<file path="config.mk">
export PLATFORM = sky130hd
export DESIGN_NAME = ibex_bloom_unit_flat
export DESIGN_NICKNAME = d
export VERILOG_FILES = /design/src/rtl/ibex_bloom_unit_pkg.sv /design/src/rtl/ibex_bloom_unit_if.sv /design/src/rtl/ibex_bloom_unit_hash.sv /design/src/rtl/ibex_bloom_unit.sv /design/src/flat_wrapper.sv
export SDC_FILE = /design/constraint.sdc
export NUM_CORES = 2
export LEC_CHECK = 0
export CAP_MARGIN = 20
export CORE_MARGIN = 3
export CORE_UTILIZATION = 55
export CTS_BUF_LIST = sky130_fd_sc_hd__clkbuf_4 sky130_fd_sc_hd__clkbuf_8
export DETAILED_ROUTE_END_ITERATION = 8
export HOLD_SLACK_MARGIN = 0.12
export PLACE_DENSITY = 0.72
export SLEW_MARGIN = 5
export SYNTH_ARGS = -nofsm -noshare
export SYNTH_HDL_FRONTEND = slang
export SYNTH_SLANG_ARGS = --single-unit
</file>
<file path="constraint.sdc">
create_clock -name clk_i -period 44.9 [get_ports clk_i]
set_input_delay 11.225 -clock clk_i [delete_from_list [all_inputs] [get_ports clk_i]]
set_output_delay 11.225 -clock clk_i [all_outputs]
set_load 0.1 [all_outputs]
</file>
<file path="src/rtl/ibex_bloom_unit_pkg.sv">
// ---------------------------------------------------------------------------
// ibex_bloom_unit_pkg
// Shared types and constants for the Bloom-filter custom-instruction unit.
//   bloom_op_e    : custom-op encoding carried on op_i
//   bloom_state_e : control FSM states of ibex_bloom_unit
//   BLOOM_ROT     : left-rotate amount applied to key_a when forming h2
//   bloom_rotl    : 32-bit rotate-left helper
// ---------------------------------------------------------------------------
package ibex_bloom_unit_pkg;

    typedef enum logic [1:0] {
        OP_INSERT = 2'd0,
        OP_CHECK  = 2'd1,
        OP_CLEAR  = 2'd2,
        OP_COUNT  = 2'd3
    } bloom_op_e;

    typedef enum logic [1:0] {
        ST_IDLE  = 2'd0,
        ST_HASH  = 2'd1,
        ST_CLEAR = 2'd2,
        ST_DONE  = 2'd3
    } bloom_state_e;

    localparam int unsigned BLOOM_ROT = 7;

    function automatic logic [31:0] bloom_rotl(input logic [31:0] x, input int unsigned sh);
        return (x << sh) | (x >> (32 - sh));
    endfunction

endpackage

</file>
<file path="src/rtl/ibex_bloom_unit_if.sv">
// ---------------------------------------------------------------------------
// ibex_bloom_unit_if
// Request/result bundle between the execute stage and the Bloom unit.
//   req_i    : request strobe, accepted only while ready_o=1
//   op_i     : bloom_op_e (INSERT, CHECK, CLEAR, COUNT)
//   key_a_i  : rs1 operand
//   key_b_i  : rs2 operand
//   kill_i   : pipeline flush from the controller
//   ready_o  : unit idle, can accept
//   valid_o  : one-cycle result pulse
//   result_o : 32-bit result, meaningful only with valid_o
//   busy_o   : ~ready_o
// Modports: master = execute stage side, slave = the unit.
// ---------------------------------------------------------------------------
interface ibex_bloom_unit_if;
    import ibex_bloom_unit_pkg::*;

    logic        req_i;
    bloom_op_e   op_i;
    logic [31:0] key_a_i;
    logic [31:0] key_b_i;
    logic        kill_i;
    logic        ready_o;
    logic        valid_o;
    logic [31:0] result_o;
    logic        busy_o;

    modport master (
        output req_i, op_i, key_a_i, key_b_i, kill_i,
        input  ready_o, valid_o, result_o, busy_o
    );

    modport slave (
        input  req_i, op_i, key_a_i, key_b_i, kill_i,
        output ready_o, valid_o, result_o, busy_o
    );

endinterface

</file>
<file path="src/rtl/ibex_bloom_unit_hash.sv">
// ---------------------------------------------------------------------------
// ibex_bloom_hash
// Combinational double-hashing front end of the Bloom unit.
//   key_a_i, key_b_i : request operands
//   h1_o             : first probe index
//   h2_o             : probe stride (always odd, so probes walk the whole array)
// Both outputs are the low log2(FilterBits) bits of the 32-bit hashes.
// ---------------------------------------------------------------------------
module ibex_bloom_hash
    import ibex_bloom_unit_pkg::*;
#(
    parameter int unsigned FilterBits = 1024
) (
    input  logic [31:0]                   key_a_i,
    input  logic [31:0]                   key_b_i,
    output logic [$clog2(FilterBits)-1:0] h1_o,
    output logic [$clog2(FilterBits)-1:0] h2_o
);
    localparam int unsigned IdxW = $clog2(FilterBits);

    logic [31:0] h1_full;
    logic [31:0] h2_full;

    assign h1_full = key_a_i ^ {key_b_i[15:0], key_b_i[31:16]};
    assign h2_full = (key_b_i ^ bloom_rotl(key_a_i, BLOOM_ROT)) | 32'd1;

    assign h1_o = h1_full[IdxW-1:0];
    assign h2_o = h2_full[IdxW-1:0];

    // Upper hash bits are architecturally discarded; fold them into a sink.
    logic unused_hi;
    assign unused_hi = ^{h1_full[31:IdxW], h2_full[31:IdxW]};

endmodule

</file>
<file path="src/rtl/ibex_bloom_unit.sv">
// ---------------------------------------------------------------------------
// ibex_bloom_unit
// Multi-cycle Bloom-filter functional unit for the execute stage.
// Holds a FilterBits-wide bit array and supports INSERT, CHECK, CLEAR, COUNT.
// Ports:
//   clk_i : clock
//   rst_i : asynchronous active-high reset (clears array and counters)
//   bus   : ibex_bloom_unit_if.slave (req/op/keys/kill in, ready/valid/result/busy out)
// Parameters: FilterBits (array size), NumHashes (probes per key),
//   ClearPerCycle (bits zeroed per CLEAR cycle).
// Optional: define IBEX_BLOOM_POPCOUNT_EN to add a 16-bit occupancy counter;
//   COUNT then returns {occupancy, insert count saturated to 16 bits}.
// ---------------------------------------------------------------------------
module ibex_bloom_unit
    import ibex_bloom_unit_pkg::*;
#(
    parameter int unsigned FilterBits    = 1024,
    parameter int unsigned NumHashes     = 3,
    parameter int unsigned ClearPerCycle = 32
) (
    input logic              clk_i,
    input logic              rst_i,
    ibex_bloom_unit_if.slave bus
);
    localparam int unsigned IdxW      = $clog2(FilterBits);
    localparam int unsigned NumChunks = FilterBits / ClearPerCycle;
    localparam int unsigned PtrW      = (NumChunks > 1) ? $clog2(NumChunks) : 1;
    localparam int unsigned KW        = 3;  // NumHashes <= 8, so k fits 0..7
    localparam logic [KW-1:0]   KLast   = KW'(NumHashes - 1);
    localparam logic [PtrW-1:0] PtrLast = PtrW'(NumChunks - 1);

    bloom_state_e        state_q, state_d;
    bloom_op_e           op_q, op_d;
    logic [IdxW-1:0]     idx_q, idx_d;
    logic [IdxW-1:0]     h2_q, h2_d;
    logic [KW-1:0]       k_q, k_d;
    logic                acc_q, acc_d;
    logic [PtrW-1:0]     ptr_q, ptr_d;
    logic                kill_seen_q, kill_seen_d;
    logic [31:0]         cnt_q, cnt_d;
    logic [FilterBits-1:0] filter_q, filter_d;
`ifdef IBEX_BLOOM_POPCOUNT_EN
    logic [15:0]         pc_q, pc_d;
`endif

    logic [IdxW-1:0] h1, h2;
    logic            accept;
    logic            probe_bit;
    logic [IdxW-1:0] clr_base;
    logic [31:0]     result;

    ibex_bloom_hash #(
        .FilterBits(FilterBits)
    ) u_hash (
        .key_a_i(bus.key_a_i),
        .key_b_i(bus.key_b_i),
        .h1_o   (h1),
        .h2_o   (h2)
    );

    // A kill in the same cycle as the request squashes the acceptance.
    assign accept    = bus.req_i & ~bus.kill_i & (state_q == ST_IDLE);
    assign probe_bit = filter_q[idx_q];
    assign clr_base  = IdxW'(ptr_q * ClearPerCycle);

    always_comb begin
        // NOTE: every _d takes its hold value first, so no path through this block can infer a latch.
        state_d     = state_q;
        op_d        = op_q;
        idx_d       = idx_q;
        h2_d        = h2_q;
        k_d         = k_q;
        acc_d       = acc_q;
        ptr_d       = ptr_q;
        kill_seen_d = kill_seen_q;
        cnt_d       = cnt_q;
        filter_d    = filter_q;
`ifdef IBEX_BLOOM_POPCOUNT_EN
        pc_d        = pc_q;
`endif

        unique case (state_q)
            ST_IDLE: begin
                if (accept) begin
                    op_d        = bus.op_i;
                    kill_seen_d = 1'b0;
                    unique case (bus.op_i)
                        OP_INSERT, OP_CHECK: begin
                            state_d = ST_HASH;
                            idx_d   = h1;
                            h2_d    = h2;
                            k_d     = '0;
                            acc_d   = 1'b1;
                        end
                        OP_CLEAR: begin
                            state_d = ST_CLEAR;
                            ptr_d   = '0;
                            cnt_d   = '0;
`ifdef IBEX_BLOOM_POPCOUNT_EN
                            pc_d    = '0;
`endif
                        end
                        OP_COUNT: state_d = ST_DONE;
                        default:  state_d = ST_IDLE;
                    endcase
                end
            end

            ST_HASH: begin
                // A flushed probe does not read or write; earlier probes stand.
                if (bus.kill_i) begin
                    state_d = ST_IDLE;
                end else begin
                    // acc tracks "every probed bit was already set" = key present.
                    acc_d = acc_q & probe_bit;
                    if (op_q == OP_INSERT) begin
                        filter_d[idx_q] = 1'b1;
`ifdef IBEX_BLOOM_POPCOUNT_EN
                        if (!probe_bit) pc_d = pc_q + 16'd1;
`endif
                    end
                    // Power-of-2 width gives the mod-FilterBits wrap for free.
                    idx_d = idx_q + h2_q;
                    k_d   = k_q + KW'(1);
                    if (k_q == KLast) begin
                        state_d = ST_DONE;
                        if (op_q == OP_INSERT && cnt_q != '1) cnt_d = cnt_q + 32'd1;
                    end
                end
            end

            ST_CLEAR: begin
                filter_d[clr_base +: ClearPerCycle] = '0;
                ptr_d = ptr_q + PtrW'(1);
                // The sweep must finish to leave the array consistent; only the pulse is dropped.
                if (bus.kill_i) kill_seen_d = 1'b1;
                if (ptr_q == PtrLast) state_d = ST_DONE;
            end

            ST_DONE: state_d = ST_IDLE;

            default: state_d = ST_IDLE;
        endcase
    end

    always_ff @(posedge clk_i or posedge rst_i) begin
        if (rst_i) begin
            state_q     <= ST_IDLE;
            op_q        <= OP_INSERT;
            idx_q       <= '0;
            h2_q        <= '0;
            k_q         <= '0;
            acc_q       <= 1'b0;
            ptr_q       <= '0;
            kill_seen_q <= 1'b0;
            cnt_q       <= '0;
            // NOTE: the filter array is plain flops, not a RAM macro, so it is reset with the rest of the state.
            filter_q    <= '0;
`ifdef IBEX_BLOOM_POPCOUNT_EN
            pc_q        <= '0;
`endif
        end else begin
            // NOTE: non-blocking assignments, so every register samples pre-edge values together.
            state_q     <= state_d;
            op_q        <= op_d;
            idx_q       <= idx_d;
            h2_q        <= h2_d;
            k_q         <= k_d;
            acc_q       <= acc_d;
            ptr_q       <= ptr_d;
            kill_seen_q <= kill_seen_d;
            cnt_q       <= cnt_d;
            filter_q    <= filter_d;
`ifdef IBEX_BLOOM_POPCOUNT_EN
            pc_q        <= pc_d;
`endif
        end
    end

    always_comb begin
        result = '0;
        unique case (op_q)
            OP_INSERT, OP_CHECK: result = {31'b0, acc_q};
            OP_CLEAR:            result = '0;
`ifdef IBEX_BLOOM_POPCOUNT_EN
            OP_COUNT:            result = {pc_q, (|cnt_q[31:16]) ? 16'hFFFF : cnt_q[15:0]};
`else
            OP_COUNT:            result = cnt_q;
`endif
            default:             result = '0;
        endcase
    end

    assign bus.ready_o  = (state_q == ST_IDLE);
    assign bus.busy_o   = ~bus.ready_o;
    assign bus.valid_o  = (state_q == ST_DONE) & ~bus.kill_i & ~kill_seen_q;
    assign bus.result_o = bus.valid_o ? result : 32'd0;

endmodule

</file>
<file path="src/flat_wrapper.sv">
// flat-port wrapper written by rule: the top's interface ports become plain ports
module ibex_bloom_unit_flat import ibex_bloom_unit_pkg::*;
#(
    parameter int unsigned FilterBits    = 1024,
    parameter int unsigned NumHashes     = 3,
    parameter int unsigned ClearPerCycle = 32
)
  (clk_i, rst_i, bus_req_i, bus_op_i, bus_key_a_i, bus_key_b_i, bus_kill_i, bus_ready_o, bus_valid_o, bus_result_o, bus_busy_o);
  ibex_bloom_unit_if bus_i ();
  input logic clk_i;
  input logic rst_i;
  input wire logic [$bits(bus_i.req_i)-1:0] bus_req_i;
  input wire logic [$bits(bus_i.op_i)-1:0] bus_op_i;
  input wire logic [$bits(bus_i.key_a_i)-1:0] bus_key_a_i;
  input wire logic [$bits(bus_i.key_b_i)-1:0] bus_key_b_i;
  input wire logic [$bits(bus_i.kill_i)-1:0] bus_kill_i;
  output wire logic [$bits(bus_i.ready_o)-1:0] bus_ready_o;
  output wire logic [$bits(bus_i.valid_o)-1:0] bus_valid_o;
  output wire logic [$bits(bus_i.result_o)-1:0] bus_result_o;
  output wire logic [$bits(bus_i.busy_o)-1:0] bus_busy_o;
  assign bus_i.req_i = bus_req_i;
  assign bus_i.op_i = bus_op_i;
  assign bus_i.key_a_i = bus_key_a_i;
  assign bus_i.key_b_i = bus_key_b_i;
  assign bus_i.kill_i = bus_kill_i;
  assign bus_ready_o = bus_i.ready_o;
  assign bus_valid_o = bus_i.valid_o;
  assign bus_result_o = bus_i.result_o;
  assign bus_busy_o = bus_i.busy_o;
  ibex_bloom_unit #(.FilterBits(FilterBits), .NumHashes(NumHashes), .ClearPerCycle(ClearPerCycle)) u_core (.clk_i(clk_i), .rst_i(rst_i), .bus(bus_i));
endmodule
</file>
After elaboration in Yosys (flattened, before gate mapping)
Cells that the tools add are included.
{ "op_classes": {"n_addsub": 5, "reduce_logical": 18, "eq_ne": 22, "n_lt_le_gt_ge": 2, "n_shift": 2, "bitwise_logic": 12, "muxes": 40} }
{ "ops": {"columns": ["operator", "count"], "rows": [
  ["1024-bit 2-to-1 mux", 2],
  ["1024-bit one-hot mux with 2 select lines", 1],
  ["1024-bit bitwise mux", 1],
  ["1024-bit bitwise OR", 1],
  ["32-bit by 12-bit variable shift with 1024-bit output (first input constant)", 1],
  ["32-bit by 12-bit variable part select with 1024-bit output (first input constant)", 1],
  ["32-bit 2-to-1 mux", 6],
  ["32-bit one-hot mux with 3 select lines", 1],
  ["32-bit one-hot mux with 2 select lines", 1],
  ["32-bit by 1-bit adder with 32-bit output (second input constant)", 1],
  ["32-bit != test (second input constant)", 1],
  ["10-bit 2-to-1 mux", 3],
  ["10-bit one-hot mux with 2 select lines", 1],
  ["10-bit XOR", 2],
  ["3-bit AND reduction", 5],
  ["2-bit == test (second input constant)", 6],
  ["10-bit negation with 12-bit output", 1],
  ["10-bit by 11-bit less-than comparator with 1-bit output (second input constant)", 1],
  ["10-bit adder", 1],
  ["1-bit binary-select mux with 10-bit select", 1],
  ["1-bit demux with 10-bit select", 1],
  ["10-bit by 1-bit greater-or-equal comparator with 1-bit output (second input constant)", 1],
  ["5-bit 2-to-1 mux", 2],
  ["2-bit != test (second input constant)", 5],
  ["other kinds (25)", 54]
]} }
{ "word_totals": {"regBits": 1090, "out_inout_bits": 35, "wordCells": 111, "in_bits": 70} }

Depth between registers and ports, before layout
{ "depth": {"word_depth": 8, "ltp_mapped": 14, "ltp_nobuf": 10} }

Cells and area by module
A second synthesis with hierarchy kept.
{ "hier_totals": {"hier_cells": 5012, "hier_area_um2": 49792.8} }
{ "by_module_without_submodules": {"columns": ["module", "seq_area_each_um2", "n_inst", "area_per_inst_um2", "cells_each"], "rows": [
  ["ibex_bloom_unit", 27276.2, 1, 49615.1, 4991],
  ["ibex_bloom_hash", 0.0, 1, 177.7, 21]
]} }

Worst setup path after synthesis
Ideal clock, no wire load.
{ "synth_timing": {"path_type": "input to output", "start": "in bus_kill_i", "end": "out bus_result_o[30]", "path_buffers": 0, "cell_stages": 3, "slack_ns": 20.109, "t_arrival_ns": 13.566, "t_required_ns": 33.675, "cell_sequence": "nor2_1 -> nand3_1 -> nor3_1"} }
{ "synth_via": {"elab_chain_len": 4} }
{ "synth_lines": {"columns": ["element", "line_no", "source"], "rows": [
  ["start, declared", "flat_wrapper.sv:16", "input wire logic [$bits(bus_i.kill_i)-1:0] bus_kill_i;"],
  ["1-bit inverter", "ibex_bloom_unit.sv:196", "assign bus.valid_o = (state_q == ST_DONE) & ~bus.kill_i & ~kill_seen_q;"],
  ["1-bit AND (2 in a row)", "ibex_bloom_unit.sv:196", null],
  ["32-bit 2-to-1 mux", "ibex_bloom_unit.sv:197", "assign bus.result_o = bus.valid_o ? result : 32'd0;"],
  ["end, declared", "flat_wrapper.sv:19", "output wire logic [$bits(bus_i.result_o)-1:0] bus_result_o;"]
]} }
Every way passes these cells.

Worst setup path after layout
{ "layout_timing": {"start": "in bus_kill_i", "end": "out bus_result_o[26]"} }
The elaborated chain is that of the path after synthesis.

==> out/qor.yml <==
hold_viol_final: 0
nets: 5052
drv_cap: 0
tritoncts: "yes"
io_buffers: 75
drtAntennaViolNets: 0
finClkSkew_ns: 0.0499
ir_drop_v: 0.0000552
synth_warnings: 0
synth_top_family_by_area: "compound AO/OA/AOI/OAI gates"
grt_max_degree: 180
fin_crit_ns: 25.17
multi_input_area_mm2: 0.0204
dieHeight_um: 305
worstMarginPinSlew_ns: 1.18
dp_hpwl_mm: 91.4
root_buffer: "clkbuf_8"
synth_fp_nets: 5087
drive_above_1_share_pct: 12.9
synth_cells: 4998
ys_types: 77
wl_per_cell_um: 25.7
post-place-ws_ns: 19.74
rows: 109
synth_ff_type: "dfrtp_1"
slew_headroom_pct: 21.3
yosysTopAreaCell: "dfrtp_1"
netlist_area_mm2: 0.0492
status: "finished clean"
area_growth_pct: 12.1
r2r-start: "u_core.idx_q[0]"
reg2reg_to: "u_core.acc_q"
max_freq_mhz: 39.7
clockBufferDepth: 3
cp.required_ns: 33.68
top_level_ports: 105
path_clk_slew_ns: 0.06
initial_core_util_pct: 55.6
drt_wl_total_mm: 161
via_count: 40720
p_leak_nw: 26.5
synthArstFlopShare_pct: 100
crit_type: "in2out"
antenna_found_initial: 6
hold_start: "u_core.filter_q[110]"
synth_seq_area_share_pct: 55.4
regToRegSetupSlack_ns: 38.99
hold_ws_ns: 0.486
setup_viol: 0
holdPathEnd: "u_core.filter_q[110]"
drtPass1Iterations: 6
fin_tns_setup_ns: 0
die_area_mm2: 0.0932
grtUsageTotal_pct: 34.3
total_power_mw: 3.02
route.detailed.drc: 0
synth-compound-area-share_pct: 14.8
core-area_mm2: 0.0885
cts_resized: 0
yosys-mux-area-fraction_pct: 11.0
drtIter0Drc: 6007
cp.arrival_ns: 13.94
cts_made_buffers: 175
synth_xor_area_share_pct: 1.01
hp-class: "reg2reg"
cts_setup_buffers: 0
gp_congestion: 0.941
fillCellCount: 7147
synth_top_area_share_pct: 55.4
yosys-top-cells-area: "dfrtp_1, a21oi_1, nor2_1, mux2i_1, mux4_2"
register_area_mm2: 0.0273
grt_pass1_wl_mm: 242
synth_edf_count: 0
htreeDepth: 4
cts_hold_buf: 0
routed_via_density: 6.49
grt_overflow: 0
p_per_area_mw_per_mm2: 54.7
min_path_cells: 2
cts.sinks: 1090
die_x_um: 305
clock_latency_ns: 0.87
synth_area_per_cell_um2: 9.85
drv_slew: 0
critPathMaxFanout: 29
final.period_utilization_pct: 56.1
synthAdderAreaFrac_pct: 0.498
synthSimpleGateAreaFrac_pct: 13.3
ys_ff_latch: 1090
endpoint_kind: "output port"
fin_ws_ns: 19.73
grt_pass1_vias: 39152
grt_setup_unrepaired: "false"
critPathLaunchType: "primary input"
reg2reg_depth: 11
[cells by family after synthesis]
logic type,Yosys count
AO/OA/AOI/OAI,1370
XOR/XNOR,57
adder cells (fa/ha/maj),19
buffers and inverters,458
flip-flops,1090
multiplexers,460
AND/OR/NAND/NOR,1544
[metrics by stage]
stage | instance area (um2) | std cells | utilization, %
3_3_place_gp | 51100 | 5939 | 57.7
5_1_grt | 55200 | 6271 | 62.4
3_5_place_dp | 51300 | 5948 | 58.0
4_1_cts | 55200 | 6263 | 62.3
6_report | 55200 | 6271 | 62.4
2_1_floorplan | 49200 | 4998 | -
[power by group]
part	internal (mW)	switching [mW]	leakage (nW)
Sequential	1.09	0.101	15.1
Combinational	0.278	0.625	9.32
Clock	0.525	0.404	2.06
Total	1.89	1.13	26.5
[worst max-delay path, stage by stage]
cell             delay, ns
clkdlybuf4s50_1       0.56
nor2_1                0.16
nand3_1               0.24
nor2_1                0.18
buf_4                 0.25
and2_1                0.17
clkdlybuf4s50_1       1.14
[Yosys cell counts, drive strengths merged, types with 3 or more instances]
cell        n
a22oi      15
a221oi      4
ha         18
nor2     1180
and3       14
and4        5
o22ai     173
xor2       21
o31ai       4
nand4      20
clkbuf    318
o21ai      43
nand2      73
dfrtp    1090
a21oi    1088
xnor2      36
a21o        4
o21bai      4
o221ai      3
o211ai      3
or2         8
a22o        3
nand4bb     4
mux2i     387
nand2b      9
nor2b      12
and3b      10
mux2       10
a31oi       7
or4b        5
nand4b      6
or4         4
nand3      52
buf       119
mux4       63
and2       37
a211oi      9
or3        11
nor4       39
inv        19
nor3       47
[layout by cell type, fill, tap and decap left out, types with 7 or more instances in the layout]
master	netlist	routed
dfrtp_1	1090	1086
nor4_1	38	38
clkbuf_4	0	65
nor2b_1	12	12
buf_4	17	136
nand3_1	52	52
or2_2	7	7
a22oi_1	14	14
nor2_4	0	28
clkdlybuf4s50_1	0	75
and2_1	36	36
nor3_1	47	20
and3_1	13	13
a211oi_1	9	8
mux4_2	63	63
or3_1	11	11
clkbuf_8	0	224
clkinv_2	0	13
and3b_1	10	10
mux2i_1	387	387
a31oi_1	7	7
nor3_2	0	27
ha_1	18	18
nor2_2	0	33
xnor2_1	36	36
nand4_1	20	20
o22ai_1	172	172
nand2_1	72	72
o21ai_0	39	39
inv_1	18	17
xor2_1	21	21
nor2_1	1180	1119
mux2_2	10	10
a21oi_1	1087	1087
nand2b_1	9	9
[layer usage]
layer	part of all wire, %	track usage, %	vias up
li1	-	-	17304
met4	5.6	17.3	4
met5	0.012	0	-
met3	12	9.23	566
met1	39	46.4	20329
met2	44	51.4	2517
[worst max path at each step]
stage	startpoint	cells after the start	endpoint
3_5_place_dp	bus_kill_i	7	bus_result_o[26]
5_1_grt	bus_kill_i	7	bus_result_o[6]
3_3_place_gp	bus_kill_i	7	bus_result_o[4]
2_1_floorplan	rst_i	1	u_core.acc_q
6_report	bus_kill_i	7	bus_result_o[26]
4_1_cts	bus_kill_i	7	bus_result_o[26]
[layout make-up]
class,instances,area share [%]
Sequential cell,1090,49.4
Tap cell,1165,2.64
Clock buffer,289,6.47
Inverter,20,0.150
Multi-Input combinational cell,3450,37.0
Antenna cell,5,0.0227
Clock inverter,26,0.505
Timing Repair Buffer,226,3.77
[sequential cells by signal, summed over array words and instances (netlist names)]
register / flops
u_core.h2_q: 10
u_core.state_q: 2
u_core.idx_q: 10
u_core.k_q: 3
u_core.kill_seen_q: 1
u_core.op_q: 2
u_core.filter_q: 1024
u_core.acc_q: 1
u_core.cnt_q: 32
u_core.ptr_q: 5
Power figures use the tool's default switching activity.
